==> config.mk <==
export PLATFORM = sky130hd
export DESIGN_NAME = sequence_player
export DESIGN_NICKNAME = d
export VERILOG_FILES = /design/src/rtl/sequence_player.sv
export SDC_FILE = /design/constraint.sdc
export NUM_CORES = 1
export LEC_CHECK = 0
export BUFFER_PORTS_ARGS = -buffer_cell sky130_fd_sc_hd__buf_2
export CAP_MARGIN = 20
export CORE_ASPECT_RATIO = 1.25
export CORE_MARGIN = 3
export CORE_UTILIZATION = 45
export CTS_CLUSTER_SIZE = 8
export DETAILED_ROUTE_END_ITERATION = 8
export PLACE_DENSITY = 0.68
export SYNTH_ARGS = -nofsm -noshare
export SYNTH_HDL_FRONTEND = slang
export SYNTH_SLANG_ARGS = --single-unit
==> constraint.sdc <==
create_clock -name clock -period 2.9 [get_ports clock]
set_clock_uncertainty 0.15 [all_clocks]
set_input_delay 0.58 -clock clock [delete_from_list [all_inputs] [get_ports clock]]
set_output_delay 0.58 -clock clock [all_outputs]
set_load 0.01 [all_outputs]
==> src/rtl/sequence_player.sv <==
// sequence_player: Simon Says sequence generator and timed playback with comparator pass strobes.
// Define SEQ_PLAYER_FIXED_SEQ_EN for the deterministic 0,1,2,3,... direction sequence.
module sequence_player #(
    parameter int          MAX_LEN    = 16,
    parameter int          ON_CYCLES  = 25000000,
    parameter int          OFF_CYCLES = 12500000,
    parameter logic [15:0] LFSR_SEED  = 16'hACE1,
    parameter int          LW         = $clog2(MAX_LEN + 1)
) (
    input  logic          clock,
    input  logic          reset,
    input  logic          start,
    input  logic          next_round,
    output logic [1:0]    direction_out,
    output logic          direction_valid,
    output logic          pass_signal,
    output logic          busy,
    output logic          done,
    output logic [LW-1:0] length,
    output logic          full
);
    localparam int IW = $clog2(MAX_LEN);
    localparam int TW = $clog2((ON_CYCLES > OFF_CYCLES ? ON_CYCLES : OFF_CYCLES) + 1);
    localparam logic [2:0] IDLE   = 3'd0;
    localparam logic [2:0] APPEND = 3'd1;
    localparam logic [2:0] SHOW   = 3'd2;
    localparam logic [2:0] GAP    = 3'd3;
    localparam logic [2:0] DONE   = 3'd4;

    logic [2:0]               state;
    logic [MAX_LEN-1:0][1:0]  seq;
    logic [IW-1:0]            idx;
    logic [TW-1:0]            timer;
    logic [15:0]              lfsr;
    logic [1:0]               new_dir;
    logic                     show_end;
    logic                     gap_end;
    logic                     last;

    // Free-running so the game seed depends on when the player presses start
    always_ff @(posedge clock or posedge reset) begin
        if (reset)
            lfsr <= LFSR_SEED;
        else
            lfsr <= {1'b0, lfsr[15:1]} ^ (lfsr[0] ? 16'hB400 : 16'h0000);
    end

`ifdef SEQ_PLAYER_FIXED_SEQ_EN
    assign new_dir = length[1:0];
`else
    assign new_dir = lfsr[1:0];
`endif

    assign show_end = timer == TW'(ON_CYCLES - 1);
    assign gap_end  = timer == TW'(OFF_CYCLES - 1);
    assign last     = LW'(idx) == length - LW'(1);

    always_ff @(posedge clock or posedge reset) begin
        if (reset) begin
            state  <= IDLE;
            length <= '0;
            idx    <= '0;
            seq    <= '0;
            timer  <= '0;
        end else begin
            case (state)
                IDLE: begin
                    idx <= '0;
                    if (start) begin
                        length <= '0;
                        seq    <= '0;
                        state  <= APPEND;
                    end else if (next_round && full)
                        state <= SHOW;
                    else if (next_round && length != '0)
                        state <= APPEND;
                end
                APPEND: begin
                    seq[length[IW-1:0]] <= new_dir;
                    length <= length + 1'b1;
                    idx    <= '0;
                    timer  <= '0;
                    state  <= SHOW;
                end
                SHOW: begin
                    timer <= show_end ? '0 : timer + 1'b1;
                    if (show_end)
                        state <= GAP;
                end
                GAP: begin
                    timer <= gap_end ? '0 : timer + 1'b1;
                    if (gap_end && last)
                        state <= DONE;
                    else if (gap_end) begin
                        idx   <= idx + 1'b1;
                        state <= SHOW;
                    end
                end
                DONE:    state <= IDLE;
                default: state <= IDLE;
            endcase
        end
    end

    assign busy            = state != IDLE;
    assign done            = state == DONE;
    assign direction_valid = state == SHOW;
    assign pass_signal     = state == SHOW && timer == '0;
    assign direction_out   = (state == SHOW || state == GAP) ? seq[idx] : 2'd0;
    assign full            = length == LW'(MAX_LEN);
endmodule

# Yosys cells after proc, flatten, opt, wreduce, memory -nomap -nowiden
# Index checks and enable logic that the tools add are counted.
# totals
regBits,85
input_bits,4
output_inout_bits,12
word_cells,84
# classes
n_addsub,4
magnitude_cmp,3
n_eq_ne,14
muxes,24
bitwise_logic,1
reduce_logical,17
# ops
cell,n
one-hot mux 25 bit (3 select lines),1
one-hot mux 32 bit (2 select lines),1
two-way mux 25 bit,2
bitwise mux 32 bit,1
two-way mux 32 bit,1
"adder 25 x 1 -> 25 bit, second input constant",1
"== test 25 x 24 -> 1 bit, second input constant",1
"== test 25 bit, second input constant",1
zero test 25 bit,1
two-way mux 3 bit,6
two-way mux 16 bit,1
bitwise XOR 15 x 16 -> 16 bit,1
one-hot mux 3 bit (4 select lines),1
"< comparator 4 x 5 -> 1 bit, second input constant",2
one-hot mux 5 bit (2 select lines),1
binary-select mux 2 bit (select 4 bit),1
demux 2 bit (select 4 bit),1
two-way mux 4 bit,2
one-hot mux 4 bit (2 select lines),1
"== test 3 x 2 -> 1 bit, second input constant",2
two-way mux 2 bit,3
"!= test 2 bit, second input constant",3
AND reduction 3 bit,2
nonzero test 3 bit,2
19 further kinds,24

# Depth between registers and ports, before layout
# logic_depth
depth_word,6
ltp_mapped,8
ltp_nobuf,7

# Least setup slack after synthesis
# No wires, ideal clock.
# synth_path
kind,register to output
startpoint,register idx[0]
endpoint,output direction_out[0]
arrival_time_ns,2.028
required_ns,2.170
path_slack_ns,0.142
path_stages_with_launch,5
n_path_buf,1
cell_sequence,dfrtp_1 > clkbuf_1 > mux4_2 > mux4_2 > and2_1
# synth_between
elab_chain_len,3
# synth_rtl
element,line,text
from (decl),32,logic [IW-1:0] idx;
from (signal assigned),95,idx <= idx + 1'b1;
binary-select mux 2 bit (select 4 bit),109,assign direction_out = (state == SHOW || state == GAP) ? seq[idx] : 2'd0;
two-way mux 2 bit (not written as such),109,
two-way mux 2 bit,109,
to (decl),14,"output logic [1:0] direction_out,"
# Every way passes these cells. The select of a mux whose other input is x is not followed.

# Worst setup path after layout
# layout_path
startpoint,register idx[0]
endpoint,output direction_out[1]
# Same word-level chain as after synthesis.

==> results.cfg <==
[critical_path]
cpMaxStageDelayCell = mux4_2
critical_path_rt_ns = 2.17
critical_path.max_fanout = 5
timing.critical_path.cells = buf_12 -> mux4_2 -> mux4_2 -> and2_4 -> buf_6
worst_setup_path_start_kind = flop
critPathCaptureType = output port
crit_arrival_ns = 2.14
delay_contributed_by_the_slowest_stage_of_the_critical_path_ns = 0.50
crit_top_cell = mux4_2
timing.setup.critical_path_class = flop to output port

[timing]
tns_ns = 0
timing.slew.headroom_pct = 47.4
max_freq_ghz = 0.348
period_needed_ns = 2.87
final_max_slew_viol_count = 0
report.final.setup_viol = 0
rsz0062_at_grt = true
max_slew.worst_pin.slew_ns = 0.787
worst_slack_ns = 0.0277
period_share_pct = 99.0
timing.final.hold_violations = 0

[synthesis]
synth-main-ff-cell = dfrtp_1
syn_area_per_cell_um2 = 10.0
post_synthesis_net_count = 450
synth_compound_area_share_pct = 11.1
synth-seq-cells = 85
count_of_different_cell_masters_after_synthesis = 58
synth_async_sr_flop_share_pct = 100
synth_adder_area_share_pct = 2.28
synth_seq_area_share_pct = 48.6
mappedNetlistArea_um2 = 4400
synthXorXnorAreaFrac_pct = 5.38
simple_gate_share_of_the_synthesized_area_pct = 24.2
synthCells = 438
synthesis.yosys.warnings = 0
synth.mux.area_fraction_pct = 5.35
main_combinational_cell_family_by_area_after_synthesis = simple AND/OR/NAND/NOR gates
synth_edf_count = 0

[drt]
routed_wl_mm = 10.1
detail_route.wl_per_cell_um = 17.2
ant_nets = 0
detailedRoute.firstIterationViolations = 230
routed-via-count = 3466
dr.pass1.iters = 7
vias_per_cell = 5.88
drc = 0

[placed_design]
postPlaceCellArea_um2 = 4660
place.detailed.hpwl_mm = 7.19
post-place-ws_ns = 0.158
io_buffer_count = 15
gp_congestion = 0.881

[clock_network]
clock_sinks = 85
clk-insertion-delay-late_ns = 0.34
htree_levels = 3
ctsHoldBuffers = 0
clk_pin_slew_ns = 0.08
cts-buffers-inserted = 9
clock_tree.root_cell = clkbuf_16
clock_path_buffers = 2
cts_tree = built

[final_layout]
area_overhead_of_the_layout_relative_to_synthesis_pct = 14.0
diodes = 0
finalNetCount = 473
post_route_cells_drive_above_1_share_pct = 17.6
final_cell_area_um2 = 5020

[floorplanning]
pin_count = 16
std_cell_rows = 39
die_width_um = 94.4
die_area_um2 = 11000
die_y_um = 117
design.core.area_um2 = 9320
initial_utilization_pct = 47.2

[pwr]
irDropWorstVdd_mv = 0.388
report.power.total_mw = 3.04
p_leak_nw = 2.20
power_density_nw_per_um2 = 606

[hold_path]
min_path_type = flop to flop

[grt]
globalRouteOverflowTotal = 0
via_count_of_the_first_global_routing_pass = 3442
groute.usage.overall_pct = 20.1
antenna_found_initial = 0
global_route_wire_length_before_repair_mm = 17.1
grt_max_degree = 37

[run]
cap_violations = 0

[status]
status = completed
## path summary, 6_finish.rpt
path	start	endpoint	slack (ns)	cells past startpoint
setup / recovery	idx[0]	direction_out[1]	0.03	5
hold / removal	lfsr[12]	lfsr[11]	0.19	0
setup reg to reg	timer[8]	timer[7]	0.41	5
hold reg to reg	lfsr[12]	lfsr[11]	0.19	0
max in group asynchronous	reset	lfsr[0]	1.65	3
min in group asynchronous	reset	seq[18]	0.23	2
## sequential cells by signal, summed over array words and instances (netlist names)
register	count
idx	4
length	5
lfsr	16
seq	32
state	3
timer	25
## through the flow
| stage | hold slack, ns | util [%] | instances |
|---|---|---|---|
| floorplan | 0.181 | - | 438 |
| global placement | 0.183 | 50.0 | 570 |
| detailed placement | 0.189 | 50.0 | 570 |
| CTS | 0.196 | 53.6 | 589 |
| global route | 0.202 | 53.8 | 589 |
| finish | 0.189 | 53.8 | 589 |
## report_power, final
group / total, mW / leakage [nW] / internal, mW / switching [mW]
clock network: 1.15 / 0.149 / 0.612 / 0.535
registers: 1.43 / 1.09 / 1.29 / 0.135
logic: 0.468 / 0.960 / 0.191 / 0.277
total: 3.04 / 2.20 / 2.09 / 0.947
## kinds of logic (layout without fill, tap and decap cells)
| family | count (synthesis) | in the layout |
|---|---|---|
| multiplexers | 11 | 11 |
| XOR/XNOR | 27 | 27 |
| AND/OR/NAND/NOR | 208 | 208 |
| buffers and inverters | 30 | 58 |
| flip-flops | 85 | 85 |
| adder cells (fa/ha/maj) | 8 | 8 |
| AO/OA/AOI/OAI | 69 | 69 |
## layout make-up
class / count / area, um2
clock buffer: 9 / 225
clock inverter: 7 / 76.3
fill: 820 / 4300
inverter: 9 / 37.5
multi-input combinational: 323 / 2130
sequential: 85 / 2140
tap: 123 / 154
timing repair buffer: 33 / 251
## layer usage
layer	up-vias	routed length [um]	GRT usage, %
met5	-	0	0
met4	0	362	10.5
met3	26	413	2.77
met2	112	5170	34.7
met1	1701	4200	24.5
li1	1627	-	-
## synth_stat cells, types with 3 or more instances
cell / number / area share, %
and3_1: 10 / 1.4
nor2b_1: 3 / 0.43
a32o_1: 4 / 0.91
nor3_1: 13 / 1.5
o211ai_1: 6 / 1.0
nor3b_1: 3 / 0.51
o21ai_0: 33 / 3.8
o21a_1: 4 / 0.68
and2_1: 7 / 1.0
dfrtp_1: 77 / 44
ha_1: 8 / 2.3
nand2_1: 62 / 5.3
mux4_2: 10 / 5.1
nor2_1: 36 / 3.1
dfstp_2: 8 / 4.8
nand4_1: 13 / 1.8
nand3_1: 35 / 4.0
nor4_1: 7 / 1.0
clkbuf_1: 14 / 1.2
xor2_1: 20 / 4.0
inv_1: 9 / 0.77
o2111ai_1: 3 / 0.60
xnor2_1: 7 / 1.4
## cells in the final DEF, fill, tap and decap left out, types with 4 or more instances in the layout
cell       count
nor4_1         7
buf_4         15
nand4_1       13
o21ai_0       33
buf_2         13
and3_1        10
inv_1          8
nand2_1       62
ha_1           8
xnor2_1        7
nor2_1        36
nor3_1        13
dfstp_2        8
o211ai_1       6
clkbuf_16      9
nand3_1       35
a32o_1         4
o21a_1         4
mux4_2        10
and2_1         5
xor2_1        20
dfrtp_1       76
## timing repair
action                                  CTS  global route
gates resized for setup                   1             6
endpoints found under the setup margin    2             2
setup buffers                             3             0
## critical path, delay by kind of cell (launching register included)
family / cells / cell delay (ns)
buffers and inverters: 2 / 0.24
flip-flops: 1 / 0.40
multiplexers: 2 / 0.99
AND/OR/NAND/NOR: 1 / 0.17
Power figures use the tool's default switching activity.
